--- src/rtl/phy_lane_scheduler.sv ---
// phy_lane_scheduler
// Shares one byte-wide output path among four PHY lanes. Each lane feeds a
// small FIFO; a round-robin arbiter pops one non-empty lane per cycle into a
// registered valid/ready output stage. IDLE is driven when nothing is queued.
//
// Ports:
//   clk_4f                 clock, rising edge
//   rst                    synchronous reset, active high
//   in0..in3, valid_in0..3 lane bytes and their valids
//   ready_in0..3           lane FIFO can take a byte this cycle
//   out_ready              downstream accepts data_out this cycle
//   data_out, valid_out    scheduled byte (IDLE when valid_out is 0)
//   lane_out               source lane of data_out
//   overflow               sticky per-lane drop flags (bit N = lane N)
module phy_lane_scheduler #(
  parameter int         DEPTH = 4,
  parameter logic [7:0] IDLE  = 8'hBC
) (
  input  logic       clk_4f,
  input  logic       rst,
  input  logic [7:0] in0,
  input  logic [7:0] in1,
  input  logic [7:0] in2,
  input  logic [7:0] in3,
  input  logic       valid_in0,
  input  logic       valid_in1,
  input  logic       valid_in2,
  input  logic       valid_in3,
  output logic       ready_in0,
  output logic       ready_in1,
  output logic       ready_in2,
  output logic       ready_in3,
  input  logic       out_ready,
  output logic [7:0] data_out,
  output logic       valid_out,
  output logic [1:0] lane_out,
  output logic [3:0] overflow
);

  localparam int AW = $clog2(DEPTH);
  localparam int CW = AW + 1;

  logic [7:0]    in_bus [4];
  logic [3:0]    valid_bus;
  logic [3:0]    ready;
  logic [3:0]    push;
  logic [3:0]    pop;
  logic [7:0]    mem    [4][DEPTH];
  logic [AW-1:0] wr_ptr [4];
  logic [AW-1:0] rd_ptr [4];
  logic [CW-1:0] count  [4];
  logic [1:0]    rr_ptr;
  logic [1:0]    gnt;
  logic          found;
  logic          load;

  assign in_bus[0] = in0;
  assign in_bus[1] = in1;
  assign in_bus[2] = in2;
  assign in_bus[3] = in3;
  assign valid_bus = {valid_in3, valid_in2, valid_in1, valid_in0};

  assign ready_in0 = ready[0];
  assign ready_in1 = ready[1];
  assign ready_in2 = ready[2];
  assign ready_in3 = ready[3];

  // Output stage may reload when empty or when its byte is being consumed.
  assign load = !valid_out || out_ready;

  // Readiness comes from registered counts only: a full FIFO refuses a push
  // even if it is popped on the same edge.
  always_comb begin
    for (int n = 0; n < 4; n++) begin
      ready[n] = !rst && (count[n] < CW'(DEPTH));
      push[n]  = valid_bus[n] && ready[n];
    end
  end

  // Round-robin search starting at rr_ptr over pre-push FIFO occupancy.
  always_comb begin
    logic [1:0] idx;
    found = 1'b0;
    gnt   = 2'd0;
    idx   = 2'd0;
    for (int k = 0; k < 4; k++) begin
      idx = rr_ptr + 2'(k);
      if (!found && (count[idx] != '0)) begin
        found = 1'b1;
        gnt   = idx;
      end
    end
    for (int n = 0; n < 4; n++) begin
      pop[n] = load && found && (gnt == 2'(n));
    end
  end

  // Lane FIFO storage: written only on an accepted push, never reset.
  always_ff @(posedge clk_4f) begin
    for (int n = 0; n < 4; n++) begin
      if (push[n]) begin
        mem[n][wr_ptr[n]] <= in_bus[n];
      end
    end
  end

  // Lane FIFO control and sticky drop flags.
  always_ff @(posedge clk_4f) begin
    if (rst) begin
      for (int n = 0; n < 4; n++) begin
        wr_ptr[n] <= '0;
        rd_ptr[n] <= '0;
        count[n]  <= '0;
      end
      overflow <= 4'b0000;
    end else begin
      for (int n = 0; n < 4; n++) begin
        if (push[n]) begin
          wr_ptr[n] <= wr_ptr[n] + AW'(1);
        end
        if (pop[n]) begin
          rd_ptr[n] <= rd_ptr[n] + AW'(1);
        end
        case ({push[n], pop[n]})
          2'b10:   count[n] <= count[n] + CW'(1);
          2'b01:   count[n] <= count[n] - CW'(1);
          default: count[n] <= count[n];
        endcase
        if (valid_bus[n] && !ready[n]) begin
          overflow[n] <= 1'b1;
        end
      end
    end
  end

  // Output register stage.
  always_ff @(posedge clk_4f) begin
    if (rst) begin
      valid_out <= 1'b0;
      data_out  <= IDLE;
      lane_out  <= 2'd0;
      rr_ptr    <= 2'd0;
    end else if (load) begin
      if (found) begin
        valid_out <= 1'b1;
        data_out  <= mem[gnt][rd_ptr[gnt]];
        lane_out  <= gnt;
        rr_ptr    <= gnt + 2'd1;
      end else begin
        valid_out <= 1'b0;
        data_out  <= IDLE;
      end
    end
  end

endmodule

--- config.mk ---
export PLATFORM = sky130hd
export DESIGN_NAME = phy_lane_scheduler
export DESIGN_NICKNAME = d
export VERILOG_FILES = /design/src/rtl/phy_lane_scheduler.sv
export SDC_FILE = /design/constraint.sdc
export NUM_CORES = 1
export LEC_CHECK = 0
export ABC_AREA = 1
export CAP_MARGIN = 20
export CORE_ASPECT_RATIO = 0.6
export CORE_MARGIN = 2
export CORE_UTILIZATION = 53
export DETAILED_ROUTE_END_ITERATION = 6
export PLACE_DENSITY = 0.8
export SLEW_MARGIN = 20
export SYNTH_ARGS = -nofsm -noshare
export SYNTH_HDL_FRONTEND = slang
export SYNTH_SLANG_ARGS = --single-unit
--- constraint.sdc ---
create_clock -name clk_4f -period 3.4 [get_ports clk_4f]
set_clock_uncertainty 0.2 [all_clocks]
set_input_delay 0.51 -clock clk_4f [delete_from_list [all_inputs] [get_ports clk_4f]]
set_output_delay 0.51 -clock clk_4f [all_outputs]
set_load 0.02 [all_outputs]
==> results of run 1 <==
-- per-layer routing --
layer	share of wire	routed length, um	vias up	GRT usage
met4	0.013	262	0	0.0769
met1	0.44	9280	3029	0.360
met3	0.10	2160	25	0.0608
li1	-	-	3105	-
met5	0	0	-	0
met2	0.44	9170	318	0.379
-- logic make-up (layout without fill, tap and decap cells) --
logic type | Yosys count | count (layout) | synth area share
AO/OA/AOI/OAI | 41 | 41 | 0.0262
XOR/XNOR | 15 | 15 | 0.0155
adder cells (fa/ha/maj) | 33 | 33 | 0.0486
buffers and inverters | 151 | 272 | 0.0741
flip-flops | 175 | 175 | 0.596
AND/OR/NAND/NOR | 470 | 470 | 0.239
-- Yosys cell counts --
cell,instances
dfxtp_1,19
nand2_1,252
inv_1,111
inv_2,6
nand3_1,98
nand2_4,1
buf_1,1
o21ai_1,12
buf_2,14
nand3b_1,25
buf_6,1
nor2_2,1
buf_4,9
o21bai_1,1
clkbuf_4,1
xor2_1,8
xnor2_1,7
nand3_2,2
nand2_2,7
a31o_2,2
a21oi_1,12
nor3_1,1
edfxtp_1,156
nand4_1,5
o21ai_0,11
clkbuf_1,7
nor2_1,78
clkinv_1,1
o31ai_1,3
ha_1,33
-- worst max-delay path by stage --
stage / cells after the start / to / slack (ns) / start
6_report: 22 / count[0][2] / -0.02 / count[0][0]
5_1_grt: 24 / count[2][2] / -0.17 / count[0][0]
4_1_cts: 21 / count[0][2] / 0.003 / rr_ptr[0]
3_5_place_dp: 24 / count[2][2] / -0.04 / rr_ptr[0]
3_3_place_gp: 24 / count[2][2] / 0.08 / count[0][0]
2_1_floorplan: 24 / count[1][2] / 0.02 / count[3][2]
-- through the flow --
stage / std cells / area [um^2] / setup TNS [ns] / utilization
floorplan: 885 / 8500 / 0 / -
global placement: 1165 / 9540 / 0 / 0.615
detailed placement: 1165 / 9540 / -0.0870 / 0.615
CTS: 1201 / 10200 / 0 / 0.656
global route: 1209 / 10300 / -1.22 / 0.667
finish: 1209 / 10300 / -0.0165 / 0.667
-- repair_timing --
item,4_1_cts,5_1_grt
endpoints found under the setup margin,2,22
buffers inserted,4,8
resized for setup,5,33
pin swaps,0,17
-- worst register-to-register path, delay by kind of cell, from the launching register on --
kind,cells,cell delay (ns)
AOI/OAI and AO/OA,2,0.30
xor gates and xnor gates,2,0.32
adders and majority gates,3,0.52
buffers and inverters,4,0.32
DFF,1,0.45
and+or+nand+nor,11,1.08
-- area by class of cell --
| cell class | instances | area [um^2] | area share |
|---|---|---|---|
| sequential | 175 | 5070 | 0.490 |
| timing repair buffer | 122 | 1070 | 0.103 |
| multi-input combinational | 559 | 2910 | 0.281 |
| clock inverter | 15 | 174 | 0.0168 |
| tap | 203 | 254 | 0.0246 |
| clock buffer | 17 | 425 | 0.0411 |
| inverter | 118 | 448 | 0.0433 |
-- registers in the layout (all words and copies together), names as in the netlist, named ones only --
| name | cells |
|---|---|
| rr_ptr | 2 |
| wr_ptr | 8 |
| rd_ptr | 8 |
| count | 12 |
| valid_out | 1 |
| lane_out | 2 |
| overflow | 4 |
| mem | 128 |
| data_out | 8 |
==> impl_metrics.yaml, run 1 <==
final_layout:
  drive_above_1_share: 0.141
  syn_to_final_growth_pct: 21.7
  final_cell_mix: "nand2_1 (248), edfxtp_1 (156), inv_1 (103), nand3_1 (98), nor2_1 (73)"
  layout_commonest_cell: "nand2_1"
  nets: 1065
  nFillCells: 1129
  antenna_cells: 0
die:
  dieArea_mm2: 0.0171
  io_pins: 58
  coreArea_mm2: 0.0155
  die_height_um: 102
  initial_core_util: 0.548
  dieWidth_um: 167
  fp-row-count: 35
placement:
  gp_congestion: 0.877
  pre_cts_slack_ns: -0.0444
  hpwlAfterDp_um: 14200
  io_buffers: 57
synthesis:
  ys_ff_latch: 175
  netlist_area_mm2: 0.00850
  ys_types: 30
  syn-num-nets: 957
  syn_inst: 885
  syn_area_per_cell_um2: 9.60
  synth.yosys.seq_area_share: 0.596
  synth_area_leaders: "edfxtp_1 (55%), nand2_1 (11%), nand3_1 (5.8%)"
  yosys.area.top_type: "edfxtp_1"
  yosysWarnings: 0
  synth_top_area_frac: 0.551
clock_network:
  cts_tree: "built"
  clock_latency_ns: 0.42
  clk_path_buf_depth: 2
  cts_made_buffers: 17
  clkTransAtPathRegs_ns: 0.07
  cts_max_level: 4
  cts_root_buf: "clkbuf_16"
  cts_hold_buf: 0
  cts.sink_count: 175
setup_path:
  reg2reg_from: "count[0][0]"
  crit_path_start_kind: "flop"
  crit_path_cell_trace: "nor2_1, nand2_1, nand2_1, nand3_1, nand2_1, inv_1, nor2_1, o21ai_1, nand2_1, nand2_2, inv_2, ha_1, inv_2, nor2_4, ha_4, nand2_2, xor2_1, inv_1, ha_1, a31o_2, xnor2_2, nor2_1"
  worst_path_dominant_cell_family: "simple AND/OR/NAND/NOR gates"
  r2r_cells: 22
  crit_required_ns: 3.38
  crit_arrival_ns: 3.39
  crit_top_cell: "nand2_1"
  max_stage_delay_ns: 0.45
  worst_setup_path_end_kind: "flop"
  cp_max_fo: 4
  cp.buffers_inverters: 4
  critPathKind: "reg2reg"
  r2r-end: "count[0][2]"
  rrSetupSlack_ns: -0.02
  crit_slowest_cell: "edfxtp_1"
route:
  via_per_inst: 5.36
  wl_um: 20900
  final_antenna_net_count: 0
  num_vias: 6477
  post-route-drc-count: 4
  dr.pass1.iters: 7
  wl_per_cell_um: 17.3
  drtIter0Drc: 689
global_route:
  grt_max_degree: 60
  grt_overflow_total: 0
  grt_pass1_wl_um: 31800
  grt_pass1_vias: 6147
  antenna_found_initial: 0
  grt.total_usage: 0.249
status:
  violations: "DRC, setup timing"
  outcome: "complete, but fails checks"
timing:
  tightest_slew_ns: 0.590
  maxSlewViolCount: 0
  max_freq_mhz: 293
  setup_ws_ns: -0.0165
  min_period_ns: 3.42
  whs_ns: 0.261
  relSlewSlack: 0.606
  setup_viol: 1
  fin_crit_sh: 1.00
  finalHoldViolations: 0
  rsz0062_at_grt: "yes"
hold_path:
  hold_depth: 2
  hold_end: "data_out[0]"
  hold_path_startpoint: "data_out[0]"
  min_path_type: "reg2reg"
flow_run:
  maxCapViolations: 0
Power of run 1 is left out: the tool's default activity adds up to more than one toggle a clock period on the data nets, which glitch-free logic cannot reach.
==> run 2, diff against run 1 <==
==> constraint.sdc (replaced) <==
create_clock -name clk_4f -period 2.8 [get_ports clk_4f]
set_clock_uncertainty 0.2 [all_clocks]
set_input_delay 0.42 -clock clk_4f [delete_from_list [all_inputs] [get_ports clk_4f]]
set_output_delay 0.42 -clock clk_4f [all_outputs]
set_load 0.02 [all_outputs]
==> impl_metrics.yaml, run 2 (synthesis gave the netlist of run 1 again) <==
global_route:
  grt.total_usage: 0.271
  grt_max_degree: 52
  grt_pass1_wl_um: 34500
  grt_pass1_vias: 6501
  antenna_found_initial: 0
  grt_overflow_total: 0
die:
  dieWidth_um: 167
  dieArea_mm2: 0.0171
  fp-row-count: 35
  io_pins: 58
  initial_core_util: 0.548
  coreArea_mm2: 0.0155
  die_height_um: 102
setup_path:
  r2r_cells: 23
  rrSetupSlack_ns: -0.62
  crit_top_cell: "nand2_2"
  crit_arrival_ns: 3.42
  max_stage_delay_ns: 0.45
  crit_required_ns: 2.80
  reg2reg_from: "count[0][0]"
  critPathKind: "reg2reg"
  startpoint: "count[0][0]"
  endpoint: "count[0][2]"
  r2r-end: "count[0][2]"
  cp_max_fo: 3
  crit_path_start_kind: "flop"
  crit_path_cell_trace: "nor2_1, nand2_1, nand2_1, nand2_2, nor2_4, inv_2, nand2_2, nand2_2, nor2_2, nand2_2, nand2_4, inv_4, ha_4, inv_2, nor2_4, ha_4, nand2_4, xor2_2, inv_1, ha_2, a31o_4, xnor2_2, nor2_1"
  crit_slowest_cell: "edfxtp_1"
  worst_setup_path_end_kind: "flop"
clock_network:
  cts_max_level: 4
  cts_root_buf: "clkbuf_16"
  clk_path_buf_depth: 2
  cts_tree: "built"
  clkTransAtPathRegs_ns: 0.08
  cts_made_buffers: 17
  cts.sink_count: 175
  clock_latency_ns: 0.44
route:
  dr.pass1.iters: 7
  post-route-drc-count: 6
  wl_per_cell_um: 19.2
  via_per_inst: 5.58
  num_vias: 6988
  drtIter0Drc: 826
  final_antenna_net_count: 0
  wl_um: 24000
hold_path:
  hold_depth: 2
  min_path_type: "reg2reg"
flow_run:
  maxCapViolations: 0
final_layout:
  syn_to_final_growth_pct: 31.2
  nets: 1108
  largest_reg_flops: 128
  final_cell_mix: "nand2_1 (237), edfxtp_1 (156), inv_1 (99), buf_4 (93), nand3_1 (88)"
  layout_commonest_cell: "nand2_1"
  drive_above_1_share: 0.224
timing:
  finalHoldViolations: 0
  fin_crit_sh: 1.22
  relSlewSlack: 0.739
  rsz0062_at_grt: "yes"
  maxSlewViolCount: 0
  whs_ns: 0.272
  min_period_ns: 3.42
  tightest_slew_ns: 0.391
  setup_ws_ns: -0.624
  setup_viol: 34
  max_freq_mhz: 292
placement:
  io_buffers: 57
  hpwlAfterDp_um: 14700
  gp_congestion: 0.854
status:
  violations: "DRC, setup timing"
  outcome: "complete, but fails checks"
==> run 2: routing by layer <==
layer  track usage  up-vias  routed length (um)
met2         0.424      421               10900
met1         0.382     3313                9870
met4        0.0863        0                 642
met3        0.0620       62                2640
met5             0        -                   0
li1              -     3192                   -
==> run 2: repair_timing <==
| item | CTS | global route |
|---|---|---|
| resized for setup | 56 | 63 |
| endpoints found under the setup margin | 34 | 41 |
| cloned | 0 | 2 |
| pin swaps | 32 | 26 |
| hold buffers | 0 | 0 |
| setup buffers | 15 | 8 |
==> run 2: critical path: cells and delay by family, from the launching register on <==
kind / cells / cell delay (ns)
xor+xnor: 2 / 0.32
fa+ha+maj: 3 / 0.50
buf+inv: 4 / 0.23
simple gates: 13 / 1.22
flops: 1 / 0.45
compound gates: 1 / 0.22
==> run 2: worst min-delay path by stage <==
| stage | startpoint | to |
|---|---|---|
| detailed placement | data_out[0] | data_out[0] |
| global placement | data_out[0] | data_out[0] |
| global route | data_out[1] | data_out[1] |
| floorplan | rr_ptr[1] | flop |
| CTS | data_out[0] | data_out[0] |
| finish | data_out[1] | data_out[1] |
==> run 2: layout make-up <==
type / instances / area (um^2)
flip-flops and latches: 175 / 5070
diodes: 1 / 2.50
clock buffers: 17 / 425
repair buffers: 163 / 1460
inverters: 118 / 453
well taps: 203 / 254
multi-input cells: 561 / 3300
clock inverters: 15 / 189
fillers: 1039 / 4350
==> run 2: metrics by stage <==
| step | utilization | instance area (um^2) | setup TNS, ns | worst slack (ns) | std cells |
|---|---|---|---|---|---|
| 2_1_floorplan | - | 8570 | -6.67 | -0.481 | 885 |
| 3_3_place_gp | 0.637 | 9880 | -10.27 | -0.498 | 1202 |
| 3_5_place_dp | 0.637 | 9880 | -12.62 | -0.576 | 1202 |
| 4_1_cts | 0.697 | 10800 | -5.52 | -0.365 | 1245 |
| 5_1_grt | 0.719 | 11100 | -16.85 | -0.771 | 1252 |
| 6_report | 0.719 | 11100 | -10.46 | -0.624 | 1253 |
Power of run 2 is left out for the same reason.
==> run 3, diff against run 2 <==
--- a/config.mk
+++ b/config.mk
@@ -6,7 +6,6 @@
 export NUM_CORES = 1
 export LEC_CHECK = 0
 export ABC_AREA = 1
-export CAP_MARGIN = 20
 export CORE_ASPECT_RATIO = 0.6
 export CORE_MARGIN = 2
 export CORE_UTILIZATION = 53
==> results of run 3 <==
The final DEF is identical to that of run 2; final timing and power are the same.
Power of run 3 is left out for the same reason.
